`config.mk`:
```
export PLATFORM = sky130hd
export DESIGN_NAME = gate_tt_sequencer_flat
export DESIGN_NICKNAME = d
export VERILOG_FILES = /design/src/rtl/gate_tt_sequencer_if.sv /design/src/rtl/gate_tt_sequencer.sv /design/src/flat_wrapper.sv
export SDC_FILE = /design/constraint.sdc
export NUM_CORES = 1
export LEC_CHECK = 0
export CAP_MARGIN = 20
export CORE_ASPECT_RATIO = 0.75
export CORE_MARGIN = 5
export CORE_UTILIZATION = 53
export DETAILED_ROUTE_END_ITERATION = 10
export GPL_ROUTABILITY_DRIVEN = 0
export PLACE_DENSITY = 0.76
export SKIP_CTS_REPAIR_TIMING = 1
export SLEW_MARGIN = 20
export SYNTH_ARGS = -nofsm -noshare
export SYNTH_HDL_FRONTEND = slang
export SYNTH_SLANG_ARGS = --single-unit
```
`constraint.sdc`:
```
create_clock -name clk -period 2 [get_ports clk]
set_input_delay 0.2 -clock clk [delete_from_list [all_inputs] [get_ports clk]]
set_output_delay 0.2 -clock clk [all_outputs]
set_load 0.01 [all_outputs]
```
`src/rtl/gate_tt_sequencer_if.sv`:
```
// gate_tt_sequencer_if: sweep control, gate stimulus and result bundle for gate_tt_sequencer.
interface gate_tt_sequencer_if #(
    parameter int N_IN = 3
);
    logic            start;
    logic            dut_out;
    logic [N_IN-1:0] vec;
    logic            busy;
    logic            done;
    logic            pass;
    logic [N_IN:0]   err_cnt;
    logic [N_IN-1:0] first_err_vec;
    logic            first_err_valid;
    modport master (
        output start, dut_out,
        input  vec, busy, done, pass, err_cnt, first_err_vec, first_err_valid
    );
    modport slave (
        input  start, dut_out,
        output vec, busy, done, pass, err_cnt, first_err_vec, first_err_valid
    );
endinterface

```
`src/rtl/gate_tt_sequencer.sv`:
```
// gate_tt_sequencer: sweeps all input vectors of a small gate and checks its output against TRUTH.
// Define TT_STOP_ON_ERR_EN to end the sweep at the first mismatching vector.
module gate_tt_sequencer #(
    parameter int                   N_IN     = 3,
    parameter logic [(1<<N_IN)-1:0] TRUTH    = 8'hFE,
    parameter int                   HOLD_CYC = 10
) (
    input logic                clk,
    input logic                rst,
    gate_tt_sequencer_if.slave bus
);
    localparam int H  = HOLD_CYC < 1 ? 1 : HOLD_CYC;
    localparam int HW = $clog2(H + 1);
    typedef enum logic [1:0] {IDLE, APPLY, SAMPLE, DONE} state_t;
    state_t          state, state_n;
    logic [N_IN-1:0] vec, vec_n, fev, fev_n;
    logic [HW-1:0]   hcnt, hcnt_n;
    logic [N_IN:0]   err_cnt, err_n;
    logic            fevld, fevld_n, pass, pass_n;
    logic            mis, fin;
    assign mis = bus.dut_out != TRUTH[vec];
`ifdef TT_STOP_ON_ERR_EN
    assign fin = mis || (&vec);
`else
    assign fin = &vec;
`endif
    always_ff @(posedge clk) begin
        if (rst) begin
            state   <= IDLE;
            vec     <= '0;
            hcnt    <= '0;
            err_cnt <= '0;
            fev     <= '0;
            fevld   <= 1'b0;
            pass    <= 1'b0;
        end else begin
            state   <= state_n;
            vec     <= vec_n;
            hcnt    <= hcnt_n;
            err_cnt <= err_n;
            fev     <= fev_n;
            fevld   <= fevld_n;
            pass    <= pass_n;
        end
    end
    always_comb begin
        state_n = state;
        vec_n   = vec;
        hcnt_n  = hcnt;
        err_n   = err_cnt;
        fev_n   = fev;
        fevld_n = fevld;
        pass_n  = pass;
        unique case (state)
            IDLE: begin
                vec_n = '0;
                if (bus.start) begin
                    state_n = APPLY;
                    hcnt_n  = '0;
                    err_n   = '0;
                    fev_n   = '0;
                    fevld_n = 1'b0;
                    pass_n  = 1'b0;
                end
            end
            APPLY: begin
                hcnt_n  = hcnt + 1'b1;
                state_n = hcnt == HW'(H - 1) ? SAMPLE : APPLY;
            end
            SAMPLE: begin
                if (mis) begin
                    err_n   = &err_cnt ? err_cnt : err_cnt + 1'b1;
                    fev_n   = fevld ? fev : vec;
                    fevld_n = 1'b1;
                end
                // vec stays put on the final (or stopping) vector so DONE shows where the sweep ended
                state_n = fin ? DONE : APPLY;
                vec_n   = fin ? vec : vec + 1'b1;
                hcnt_n  = '0;
            end
            DONE: begin
                pass_n  = err_cnt == '0;
                vec_n   = '0;
                state_n = IDLE;
            end
        endcase
    end
    assign bus.vec             = vec;
    assign bus.busy            = state != IDLE;
    assign bus.done            = state == DONE;
    assign bus.pass            = pass;
    assign bus.err_cnt         = err_cnt;
    assign bus.first_err_vec   = fev;
    assign bus.first_err_valid = fevld;
endmodule

```
`src/flat_wrapper.sv`:
```
// flat-port wrapper written by rule: the top's interface ports become plain ports
module gate_tt_sequencer_flat 
#(
    parameter int                   N_IN     = 3,
    parameter logic [(1<<N_IN)-1:0] TRUTH    = 8'hFE,
    parameter int                   HOLD_CYC = 10
)
  (clk, rst, bus_start, bus_dut_out, bus_vec, bus_busy, bus_done, bus_pass, bus_err_cnt, bus_first_err_vec, bus_first_err_valid);
  gate_tt_sequencer_if #(.N_IN(N_IN)) bus_i ();
  input logic clk;
  input logic rst;
  input wire logic [$bits(bus_i.start)-1:0] bus_start;
  input wire logic [$bits(bus_i.dut_out)-1:0] bus_dut_out;
  output wire logic [$bits(bus_i.vec)-1:0] bus_vec;
  output wire logic [$bits(bus_i.busy)-1:0] bus_busy;
  output wire logic [$bits(bus_i.done)-1:0] bus_done;
  output wire logic [$bits(bus_i.pass)-1:0] bus_pass;
  output wire logic [$bits(bus_i.err_cnt)-1:0] bus_err_cnt;
  output wire logic [$bits(bus_i.first_err_vec)-1:0] bus_first_err_vec;
  output wire logic [$bits(bus_i.first_err_valid)-1:0] bus_first_err_valid;
  assign bus_i.start = bus_start;
  assign bus_i.dut_out = bus_dut_out;
  assign bus_vec = bus_i.vec;
  assign bus_busy = bus_i.busy;
  assign bus_done = bus_i.done;
  assign bus_pass = bus_i.pass;
  assign bus_err_cnt = bus_i.err_cnt;
  assign bus_first_err_vec = bus_i.first_err_vec;
  assign bus_first_err_valid = bus_i.first_err_valid;
  gate_tt_sequencer #(.N_IN(N_IN), .TRUTH(TRUTH), .HOLD_CYC(HOLD_CYC)) u_core (.clk(clk), .rst(rst), .bus(bus_i));
endmodule
```
Word-level counts from Yosys, hierarchy flattened
Memories as Yosys holds them, arrays and structs flattened. A register that Yosys moved wholly into a read port is not among the register bits. Cells that the tools add are included.

Input port bits: 4. Logic and storage cells: 60. Memories kept: 1. Flip-flop bits (word level): 18. Output and inout bits: 14. ROM bits: 8.

Reduce and logical (&&, ||, !) cells: 16. Magnitude comparators: 1. Multiplexer cells: 22. Eq/ne operators: 10. Add/subtract/negate cells: 3.

Memory list: (no name shown) (depth 8, bits a word 1, rd ports 1, clocked after Yosys merged registers in 1, write ports 0, line gate_tt_sequencer.sv:21) `assign mis = bus.dut_out != TRUTH[vec];`.

Operators by type and width (number): 2-to-1 mux 3 bit (6); 2-to-1 mux 4 bit (3); one-hot mux 3 bit (2 select lines) (2); one-hot mux 4 bit (3 select lines) (1); AND reduction 4 bit (3); adder 4 x 1 -> 4 bit (second input constant) (2); inequality test 2 bit (second input constant) (4); one-hot mux 2 bit (4 select lines) (1); one-hot mux 4 bit (2 select lines) (1); nonzero test 2 bit (4); 2-to-1 mux 2 bit (3); AND reduction 2 bit (3); AND reduction 3 bit (2); equality test 2 bit (second input constant) (2); equality test 4 bit (second input constant) (1); zero test 4 bit (1); < comparator 3 x 4 -> 1 bit (second input constant) (1); one-hot mux 1 bit (2 select lines) (2); adder 3 x 1 -> 3 bit (second input constant) (1); 2-to-1 mux 1 bit (3); nonzero test 3 bit (1); equality test 2 x 1 -> 1 bit (second input constant) (1); zero test 2 bit (1); inequality test 2 x 1 -> 1 bit (second input constant) (1); other kinds (2) (2).

Longest topological paths before layout
Gate-level depths: netlist of run 1.

Word-level depth: 6. Gate-level depth with buffers: 7. Mapped depth without buffers: 5.

Worst setup path before layout of run 1
Ideal clock, no wire load.

Path type: flip-flop to flip-flop. Start: register u_core.state[0]. End: register u_core.hcnt[2]. Path buffers: 1. Data required time: 1.930 ns. Library setup time: 0.070 ns. Cell stages (with the launch flop): 7. Slack: 0.403 ns. Arrival time: 1.527 ns. Cells stage by stage: dfxtp_1 > inv_1 > ha_1 > nor2b_1 > buf_6 > or4_1 > a21oi_1.

Word-level cells in the longest chain between the ends: 3.

Ends and longest elaborated chain: start, declared (line gate_tt_sequencer.sv:15) `state_t state, state_n;`; start signal, assigned (line gate_tt_sequencer.sv:37) `state <= state_n;`; equality test 2 x 1 -> 1 bit, or another cell as far along (line gate_tt_sequencer.sv:54) `unique case (state)`; nonzero test 3 bit (no line) / inequality test 2 bit (equally long branches); AND reduction 2 bit (no line); end signal, assigned (line gate_tt_sequencer.sv:39) `hcnt <= hcnt_n;`; end, declared (line gate_tt_sequencer.sv:17) `logic [HW-1:0] hcnt, hcnt_n;`.

Parallel ways exist; a longest one is shown, timed or not. A chain may end at the register's enable or synchronous reset.

Worst setup path in the final report of run 1
Start: register u_core.state[0]. End: output bus_busy.

Word-level cells in the longest chain between the ends: 1.

Ends and longest elaborated chain: nonzero test 2 bit (line gate_tt_sequencer.sv:89) `assign bus.busy = state != IDLE;`; end, declared (line flat_wrapper.sv:15) `output wire logic [$bits(bus_i.busy)-1:0] bus_busy;`.

No other way between the ends.

==> results of run 1 <==
layout make-up:
type	instances	area (um2)	area share, %
Multi-Input combinational cell	97	729	52.1
Sequential cell	19	380	27.2
Timing Repair Buffer	20	193	13.8
Inverter	11	41.3	2.95
Tap cell	24	30.0	2.14
Clock buffer	4	26.3	1.88
sequential cells by signal (all words and copies together), names as in the netlist, named ones only:
name / cells
u_core.bus.vec: 3
u_core.bus.first_err_vec: 3
u_core.bus.pass: 1
u_core.hcnt: 4
u_core.state: 2
u_core.bus.err_cnt: 4
u_core.bus.first_err_valid: 1
layer usage:
layer	up-vias	GRT usage (%)	routed length, um
met4	0	4.56	15
met3	2	5.92	136
li1	520	-	-
met1	493	23.6	1310
met5	-	0	0
met2	38	28.1	1170
where the power goes:
group / internal [mW] / total (mW) / switching (mW)
logic: 0.321 / 0.712 / 0.392
clock network: 0.0777 / 0.197 / 0.119
registers: 0.423 / 0.475 / 0.0523
Yosys cell counts (all sizes together) (2+ instances only):
library cell and count:
or4 5, ha 12, a21oi 9, nand2b 3, clkbuf 3, buf 3
inv 11, nor3 2, nand2 11, nand3 9, dfxtp 19, mux2i 6
nor2b 3, mux2 2, nand3b 3, nor2 5, a211oi 4, o21ai 5
a21o 2, o2111a 2
worst paths after layout:
path	startpoint	endpoint	cells past startpoint
setup / recovery	u_core.state[0]	bus_busy	4
hold reg to reg	u_core.bus.first_err_vec[0]	u_core.bus.first_err_vec[0]	2
setup reg to reg	u_core.state[0]	flop	6
hold / removal	u_core.bus.first_err_vec[0]	u_core.bus.first_err_vec[0]	2
worst max-delay path, cell delays in order (launching register included):
cell and delay [ns]:
dfxtp_1 0.40, inv_1 0.10, ha_1 0.28, inv_1 0.07, clkdlybuf4s50_1 0.52
stage by stage:
stage	hold slack, ns	power (mW)	setup slack, ns	util, %
2_1_floorplan	0.379	0.997	0.403	-
3_3_place_gp	0.449	1.16	0.340	66.3
3_5_place_dp	0.456	1.18	0.313	66.3
4_1_cts	0.472	1.38	0.0774	67.6
5_1_grt	0.493	1.50	0.0241	67.7
6_report	0.469	1.38	0.126	67.7
logic make-up after synthesis:
group,after synthesis,synth area share (%)
buffers and inverters,17,6.25
flip-flops,19,32.2
AND/OR/NAND/NOR,45,20.7
adder cells (fa/ha/maj),12,12.7
AO/OA/AOI/OAI,31,19.8
XOR/XNOR,1,1.38
multiplexers,8,6.99
==> impl_metrics.json, run 1 <==
{
  "synth_cell_types": 36,
  "hp-class": "reg -> reg",
  "drv_cap": 0,
  "layout.cells.non_filler": 175,
  "slew_headroom_pct": 65.5,
  "grt_util_all_layers_pct": 17.8,
  "worst_pin_slew_ns": 0.517,
  "crit_type": "reg -> out",
  "slew_viol_final": 0,
  "fmax_mhz": 534,
  "cts_buffers": 3,
  "die_y_um": 50.9,
  "yosys-top-cells-area": "dfxtp_1 (32%), ha_1 (13%), mux2i_1 (5.1%)",
  "final_cell_area_um2": 1400,
  "fin_crit_ns": 1.87,
  "status": "finished clean",
  "yosysTopAreaCell": "dfxtp_1",
  "synth_flop_cell": "dfxtp_1",
  "hpwlAfterDp_um": 1850,
  "via_count": 1053,
  "placed_cell_area_um2": 1370,
  "synth_fp_nets": 149,
  "viasPerCell": 6.02,
  "grt_pass1_vias": 972,
  "cts_tree": "done",
  "ios": 18,
  "std_cell_rows": 14,
  "nets": 168,
  "die_x_um": 64.5,
  "grt_pass1_wl_um": 4650,
  "antenna_left": 0,
  "grt_max_degree": 15,
  "p_leak_nw": 0.539,
  "p_per_area_nw_per_um2": 989,
  "cts.clk_slew.worst_paths_ns": 0.11,
  "htree_levels": 1,
  "core_um2": 2070,
  "seq_area_frac_synth_pct": 32.2,
  "initialDrtViolationCount": 70,
  "tns_ns": 0,
  "r2r_slack_ns": 0.28,
  "layout_common_cells": "dfxtp_1 (19), clkdlybuf4s50_1 (17), inv_1 (11), nand2_1 (11), ha_1 (11)",
  "area_delta_synth_final_pct": 18.5,
  "cts.sinks": 19,
  "drt-total-wl_um": 2640,
  "start_util_pct": 57.1,
  "cts_root_buf": "clkbuf_4",
  "synth_edf_count": 0,
  "clk_path_buf_depth": 2,
  "yosys_warnings": 0,
  "n_antenna_cell": 0,
  "start_kind": "flop",
  "postSynthAreaPerCell_um2": 8.88,
  "crit_fanout": 7,
  "hold_viol": 0,
  "rsz0062_at_grt": "false",
  "drive_gt1_share_pct": 7.95,
  "route.detailed.drc": 0,
  "grt_overflow": 0,
  "finalCritPeriodShare_pct": 93.7,
  "n_fill_cell": 177,
  "clk-insertion-delay-late_ns": 0.30,
  "placed_cells": 171,
  "setup_viol": 0,
  "endpoint_kind": "output pin",
  "critPathArrivalTime_ns": 1.67,
  "worst-endpoint-required_ns": 1.80,
  "die_area_um2": 3280,
  "final_common_cell": "dfxtp_1",
  "synth_seq_cells": 19,
  "antenna_found_initial": 0,
  "routedWlPerCell_um": 15.1,
  "dr.pass1.iters": 5,
  "syn_area_um2": 1180,
  "synth_top_area_share_pct": 32.2,
  "io_buffers": 17,
  "async_flop_share_pct": 0,
  "ir_drop_mv": 0.435,
  "syn_inst": 133,
  "skew_ns": 0.00129
}
No activity file was read; power rests on OpenSTA's default activity.
==> run 2: changes to the inputs <==
- CAP_MARGIN: 20 -> default
==> results of run 2 <==
No change in the layout: final DEF, timing and power equal those of run 1.
